[config.mk]
export PLATFORM = sky130hd
export DESIGN_NAME = dot_product_loader
export DESIGN_NICKNAME = d
export VERILOG_FILES = /design/src/rtl/dot_product_loader.sv
export SDC_FILE = /design/constraint.sdc
export NUM_CORES = 1
export LEC_CHECK = 0
export BUFFER_PORTS_ARGS = -buffer_cell sky130_fd_sc_hd__buf_4
export CAP_MARGIN = 5
export CELL_PAD_IN_SITES_DETAIL_PLACEMENT = 0
export CELL_PAD_IN_SITES_GLOBAL_PLACEMENT = 1
export CORE_MARGIN = 1.5
export CORE_UTILIZATION = 32
export DETAILED_ROUTE_END_ITERATION = 7
export PLACE_DENSITY_LB_ADDON = 0.1
export SLEW_MARGIN = 40
export SYNTH_ARGS = -nofsm -noshare
export SYNTH_HDL_FRONTEND = slang
export SYNTH_SLANG_ARGS = --single-unit
[constraint.sdc]
create_clock -name clk -period 1.55 [get_ports clk]
set_input_delay 0.0775 -clock clk [delete_from_list [all_inputs] [get_ports clk]]
set_output_delay 0.0775 -clock clk [all_outputs]
set_load 0.03 [all_outputs]
[src/rtl/dot_product_loader.sv]
// dot_product_loader: valid/ready beat loader that fills the dotProduct SRAMs, kicks compute and reports done (optional WAIT watchdog: LOADER_TIMEOUT_EN)
module dot_product_loader #(
  parameter int Addr_Width     = 4,
  parameter int Ram_Depth      = 1 << Addr_Width,
  parameter int Nums_SRAM_In   = 2,
  parameter int Nums_SRAM_Out  = 1,
  parameter int Para_Deg       = 1,
  parameter int Data_Width_In  = 8,
  parameter int Data_Width_Out = 16,
  parameter int Timeout_Cycles = 64
) (
  input  logic                                          clk,
  input  logic                                          Loader_reset_n,
  input  logic                                          start,
  input  logic                                          in_valid,
  output logic                                          in_ready,
  input  logic [Nums_SRAM_In*Para_Deg*Data_Width_In-1:0]   in_data,
  input  logic [Nums_SRAM_Out*Para_Deg*Data_Width_Out-1:0] in_old,
  output logic                                          mem_wr_en,
  output logic [Addr_Width-1:0]                         mem_wr_addr,
  output logic [Nums_SRAM_In*Para_Deg*Data_Width_In-1:0]   mem_wr_data_in,
  output logic [Nums_SRAM_Out*Para_Deg*Data_Width_Out-1:0] mem_wr_data_out,
  output logic                                          compute_start,
  input  logic                                          compute_done,
  output logic                                          busy,
  output logic                                          done,
  output logic                                          timeout_err,
  output logic [Addr_Width:0]                           load_count
);
  localparam int Num_Beats = Ram_Depth / Para_Deg;
  typedef enum logic [2:0] {IDLE, LOAD, FLUSH, KICK, WAIT, DONE} state_t;
  state_t state;
  logic accept;
  assign in_ready = state == LOAD;
  assign busy = state != IDLE;
  assign compute_start = state == KICK;
  assign done = state == DONE;
  assign accept = in_valid && in_ready;
`ifdef LOADER_TIMEOUT_EN
  localparam int TW = $clog2(Timeout_Cycles + 1);
  logic [TW-1:0] wait_cnt;
`else
  assign timeout_err = 1'b0;
`endif
  // Session sequencer; the beat counter doubles as the write address and saturates by leaving LOAD
  always_ff @(posedge clk) begin
    if (!Loader_reset_n) begin
      state <= IDLE;
      mem_wr_en <= 1'b0;
      mem_wr_addr <= '0;
      mem_wr_data_in <= '0;
      mem_wr_data_out <= '0;
      load_count <= '0;
`ifdef LOADER_TIMEOUT_EN
      timeout_err <= 1'b0;
      wait_cnt <= '0;
`endif
    end else begin
      mem_wr_en <= accept;
      if (accept) begin
        mem_wr_addr <= load_count[Addr_Width-1:0];
        mem_wr_data_in <= in_data;
        mem_wr_data_out <= in_old;
        load_count <= load_count + 1'b1;
      end
      case (state)
        IDLE: if (start) begin
          state <= LOAD;
          load_count <= '0;
`ifdef LOADER_TIMEOUT_EN
          timeout_err <= 1'b0;
`endif
        end
        LOAD: if (accept && load_count == (Addr_Width+1)'(Num_Beats - 1)) state <= FLUSH;
        FLUSH: state <= KICK;
        KICK: begin
          state <= WAIT;
`ifdef LOADER_TIMEOUT_EN
          wait_cnt <= '0;
`endif
        end
        WAIT: if (compute_done) state <= DONE;
`ifdef LOADER_TIMEOUT_EN
        else if (wait_cnt == TW'(Timeout_Cycles - 1)) begin
          state <= DONE;
          timeout_err <= 1'b1;
        end else wait_cnt <= wait_cnt + 1'b1;
`endif
        DONE: state <= IDLE;
        default: state <= IDLE;
      endcase
    end
  end
endmodule

==> qor.yml, run 1 <==
worstSetupPathType: "register to register"
ys_warn_count: 0
maxCapViolCount: 0
worst_slack_ps: 106
fp.dieW_microns: 78.0
grt_pass1_wl_microns: 7020
hold_violations: 0
ioPinCount: 84
holdWs_ps: 40.4
fillers: 576
end_kind: "register"
numCtsBuffers: 5
cts.reportedPaths.clkPinSlew_ps: 80
cts_max_path_buffers: 2
num_rows: 27
synthToLayoutAreaGrowth_pct: 42.0
yosysSeqAreaShare_pct: 50.0
p_sw_mw: 0.576
hpwl_microns: 2770
routed-via-count: 1608
cts.repair.resized: 0
cp_common_cell: "ha_1"
clock-root-buffer: "clkbuf_8"
combPwrFrac_pct: 15.4
place_inst: 354
synth-async-reset-ratio_pct: 0
max_freq_ghz: 0.693
dieArea_sq_um: 6090
post-place-ws_ps: 126
layout-drive-gt1-share_pct: 33.2
nNetsFinal: 328
syn_inst: 214
internal_power_mw: 1.71
critPathLaunchType: "register"
grt_max_degree: 42
gp_congestion: 0.752
rsz0062_at_grt: "false"
n_antenna_cell: 0
multi_input_area_sq_um: 803
die_h_microns: 78.0
setup_tns_ps: 0
worstHoldPathType: "input port to register"
hold_buffers: 0
status: "complete, no violations"
cts_tree: "built"
wl_per_cell_microns: 11.8
first_iter_violations: 55
ant_nets: 0
cp_cell_sequence: "ha_1 -> and3_1 -> ha_1 -> a21oi_1 -> and2_1 -> o31a_1"
drtPass1Iterations: 4
synth-edff-count: 0
syn_nets: 253
antenna_found_initial: 0
cp_slowest_cell: "dfxtp_2"
final-seq-area_sq_um: 903
via_per_inst: 4.45
leakagePower_nw: 1.07
ir_worst_vdd_mv: 0.334
worst_ep_arrival_time_ps: 1620
worstPathRequired_ps: 1730
yosysUniqueCellTypes: 28
cts_sinks: 45
postSynthAreaPerCell_sq_um: 8.41
worst_clock_skew_ps: 4.68
grt.overflow.total: 0
grt_pass1_vias: 1501
period_share_pct: 93.1
synth_top_flop_cell: "dfxtp_1"
syn_area_sq_um: 1800
setup_viol: 0
maxSlewViolCount: 0
wirelength_microns: 4250
p_clk_share_pct: 31.4
insertion_delay_ps: 290
cts_setup_buffers: 0
final_cells: 361
swShare_pct: 25.2
cp_slowest_stage_delay_ps: 370
path_max_fanout: 5
grtUsageTotal_pct: 14.4
layout_min_cycle_time_ps: 1440
start_util_pct: 32.9
ys_seq_elements: 45
drcViolationCount: 0
pwr-share-seq_pct: 53.3
htree_levels: 2
io_buffers: 82
powerDensity_nw_per_um2: 893
core_area_sq_um: 5470
area by class of cell:
| class | count | share of cell area [%] |
|---|---|---|
| clock buffer | 7 | 3.38 |
| sequential | 45 | 35.3 |
| multi-input combinational | 149 | 31.4 |
| inverter | 3 | 0.440 |
| timing repair buffer | 85 | 25.9 |
| tap | 72 | 3.52 |
cells in the final DEF, fill, tap and decap left out, types with 2 or more instances in the layout:
master and instances:
buf_4 83, and2_1 3, o21ai_0 2, nor3b_1 3, nand2_1 77, nor3_1 2, or3_1 3, dfxtp_1 43
clkbuf_8 6, dfxtp_2 2, a21oi_1 5, inv_1 3, ha_1 2, a21boi_0 36, nor2b_1 2, nor2_1 3
buf_12 2
kinds of logic after synthesis:
family | count (synthesis) | share of synthesized area, %
simple gates | 98 | 23.6
compound gates | 47 | 18.7
flops | 45 | 50.0
buf+inv | 20 | 5.63
fa+ha+maj | 2 | 1.39
xor+xnor | 1 | 0.487
other cells | 1 | 0.208
state kept, by name (all words and copies together) (netlist names):
register,cells
mem_wr_addr,4
load_count,5
mem_wr_data_in,16
state,3
mem_wr_data_out,16
mem_wr_en,1
per-layer routing:
metal | track usage (%) | wire, microns | part of all wire (%) | vias to the layer above
met4 | 5.36 | 50 | 1.2 | 0
met1 | 17.9 | 1940 | 46 | 719
met2 | 24.4 | 2010 | 47 | 48
met5 | 0 | 0 | 0 | -
li1 | - | - | - | 836
met3 | 3.02 | 249 | 5.9 | 5
through the flow:
| stage | instance area, sq um | util [%] | power, mW |
|---|---|---|---|
| 2_1_floorplan | 1800 | - | 1.43 |
| 3_3_place_gp | 2470 | 45.2 | 1.60 |
| 3_5_place_dp | 2470 | 45.2 | 1.60 |
| 4_1_cts | 2560 | 46.7 | 2.33 |
| 5_1_grt | 2560 | 46.7 | 2.41 |
| 6_report | 2560 | 46.7 | 2.28 |
worst paths after layout:
kind,start,end,slack [ps],cells after the start
setup / recovery,load_count[0],state[0],110,6
setup reg to reg,load_count[0],state[0],110,6
hold reg to reg,mem_wr_data_out[5],mem_wr_data_out[5],460,2
hold / removal,in_data[4],mem_wr_data_in[4],40,3
power groups by stage:
stage,clock [mW],combinational [mW],sequential [mW]
after floorplan,0,0.123,1.31
after global placement,0,0.356,1.24
after detailed placement,0,0.357,1.24
after CTS,0.760,0.358,1.22
after global routing,0.809,0.380,1.22
final,0.716,0.351,1.22
worst max-delay path, delay by kind of cell (launching register included):
kind | cells | cell delay [ps]
simple gates | 2 | 330
compound gates | 2 | 300
flops | 1 | 370
fa+ha+maj | 2 | 330
synthesized netlist by cell type, types with 2 or more instances:
cell type	number	area (sq um)
and2_1	3	18.8
a21oi_1	5	25.0
clkbuf_1	5	18.8
inv_1	3	11.3
nand2_1	77	289
nor2b_1	2	12.5
nor3_1	2	10.0
nor2_1	3	11.3
ha_1	2	25.0
a21boi_0	36	270
dfxtp_1	45	901
nor3b_1	3	22.5
o21ai_0	2	10.0
or3_1	3	18.8
buf_2	9	45.0
buf_4	2	15.0
Power figures use the tool's default switching activity.
==> run 2: changes to the inputs <==
==> constraint.sdc (replaced) <==
create_clock -name clk -period 1.5 [get_ports clk]
set_input_delay 0.3 -clock clk [delete_from_list [all_inputs] [get_ports clk]]
set_output_delay 0.3 -clock clk [all_outputs]
set_load 0.03 [all_outputs]
==> qor.yml, run 2 (synthesized netlist as in run 1, its figures left out) <==
status: "complete, no violations"
cts_max_path_buffers: 2
grt_pass1_wl_microns: 7130
grt_pass1_vias: 1537
setup_tns_ps: 0
io_buffers: 82
wl_per_cell_microns: 11.6
grtUsageTotal_pct: 14.8
ant_nets: 0
antenna_found_initial: 0
core_area_sq_um: 5470
fillers: 591
first_iter_violations: 41
layout-drive-gt1-share_pct: 36.9
worst_ep_arrival_time_ps: 1190
htree_levels: 2
drcViolationCount: 0
layout_min_cycle_time_ps: 1490
maxCapViolCount: 0
max_freq_ghz: 0.670
cts_sinks: 45
r2r_setup_slack_ps: 90
final_cell_mix: "buf_4, nand2_1, dfxtp_1"
leakagePower_nw: 1.11
worst_clock_skew_ps: 5.67
insertion_delay_ps: 290
worstHoldPathType: "input port to register"
path_max_fanout: 3
routed-via-count: 1643
holdWs_ps: 257
post-place-ws_ps: 97.3
nNetsFinal: 336
report.power.total_mw: 2.34
layout_commonest_cell: "buf_4"
grt_max_degree: 42
start_util_pct: 32.9
hold_violations: 0
powerDensity_nw_per_um2: 892
rsz0062_at_grt: "true"
via_per_inst: 4.44
worstSetupPathType: "register to output pin"
ioPinCount: 84
gp_congestion: 0.740
multi_input_area_sq_um: 811
end_kind: "output pin"
n_antenna_cell: 0
cts_tree: "built"
worstPathRequired_ps: 1200
dieArea_sq_um: 6090
reg_top3: "mem_wr_data_in x16, mem_wr_data_out x16, load_count x5"
wirelength_microns: 4310
setup_viol: 0
maxSlewViolCount: 0
critPathLaunchType: "register"
hold_buffers: 0
final-seq-area_sq_um: 917
num_rows: 27
die_h_microns: 78.0
worst_slack_ps: 6.61
fp.dieW_microns: 78.0
period_share_pct: 99.6
ir_worst_vdd_mv: 0.342
drtPass1Iterations: 4
numCtsBuffers: 5
clock-root-buffer: "clkbuf_8"
hpwl_microns: 2850
cts.reportedPaths.clkPinSlew_ps: 80
grt.overflow.total: 0
fin_util_pct: 48.0
synthToLayoutAreaGrowth_pct: 45.9
-- run 2: changes by cell type in the layout (fill, tap and decap cells not counted), moves of 2 or more --
cell and change:
buf_4 +8, dfxtp_1 -3, clkinv_2 +2, dfxtp_4 +4
-- run 2: through the flow --
step           instances  instance area (sq um)
6_report             370                   2630
5_1_grt              370                   2630
4_1_cts              370                   2620
3_5_place_dp         358                   2490
3_3_place_gp         358                   2490
2_1_floorplan        214                   1800
-- run 2: critical path: stages, from the launching register on --
cell and delay (ps):
dfxtp_4 360, or3_4 400, buf_6 150
-- run 2: path summary, 6_finish.rpt --
kind,depth (start not counted),from,to
worst max-delay path,2,state[2],busy
worst min-delay path,3,in_data[4],mem_wr_data_in[4]
worst max register to register,6,load_count[0],state[0]
worst min register to register,2,mem_wr_addr[0],mem_wr_addr[0]
-- run 2: timing repair --
| item | CTS | global route |
|---|---|---|
| setup buffers | 4 | 0 |
| gates resized for setup | 8 | 2 |
| setup endpoints to repair | 4 | 5 |
-- run 2: cell type report --
| type | count | share of cell area, % |
|---|---|---|
| tap | 72 | 3.43 |
| sequential | 45 | 34.9 |
| clock inverter | 2 | 0.381 |
| inverter | 3 | 0.429 |
| clock buffer | 6 | 2.76 |
| multi-input combinational | 149 | 30.9 |
| timing repair buffer | 93 | 27.2 |
-- run 2: layer usage --
layer	routed length, microns	part of all wire, %	track usage, %
met5	0	0	0
met4	19	0.44	4.29
met3	300	7.0	4.30
met2	2030	47	24.6
met1	1950	45	18.5
-- run 2: where the power goes --
group	switching (mW)	internal [mW]	total [mW]
registers	0.0225	1.23	1.25
logic	0.200	0.175	0.375
clock network	0.393	0.323	0.716
total	0.615	1.73	2.34
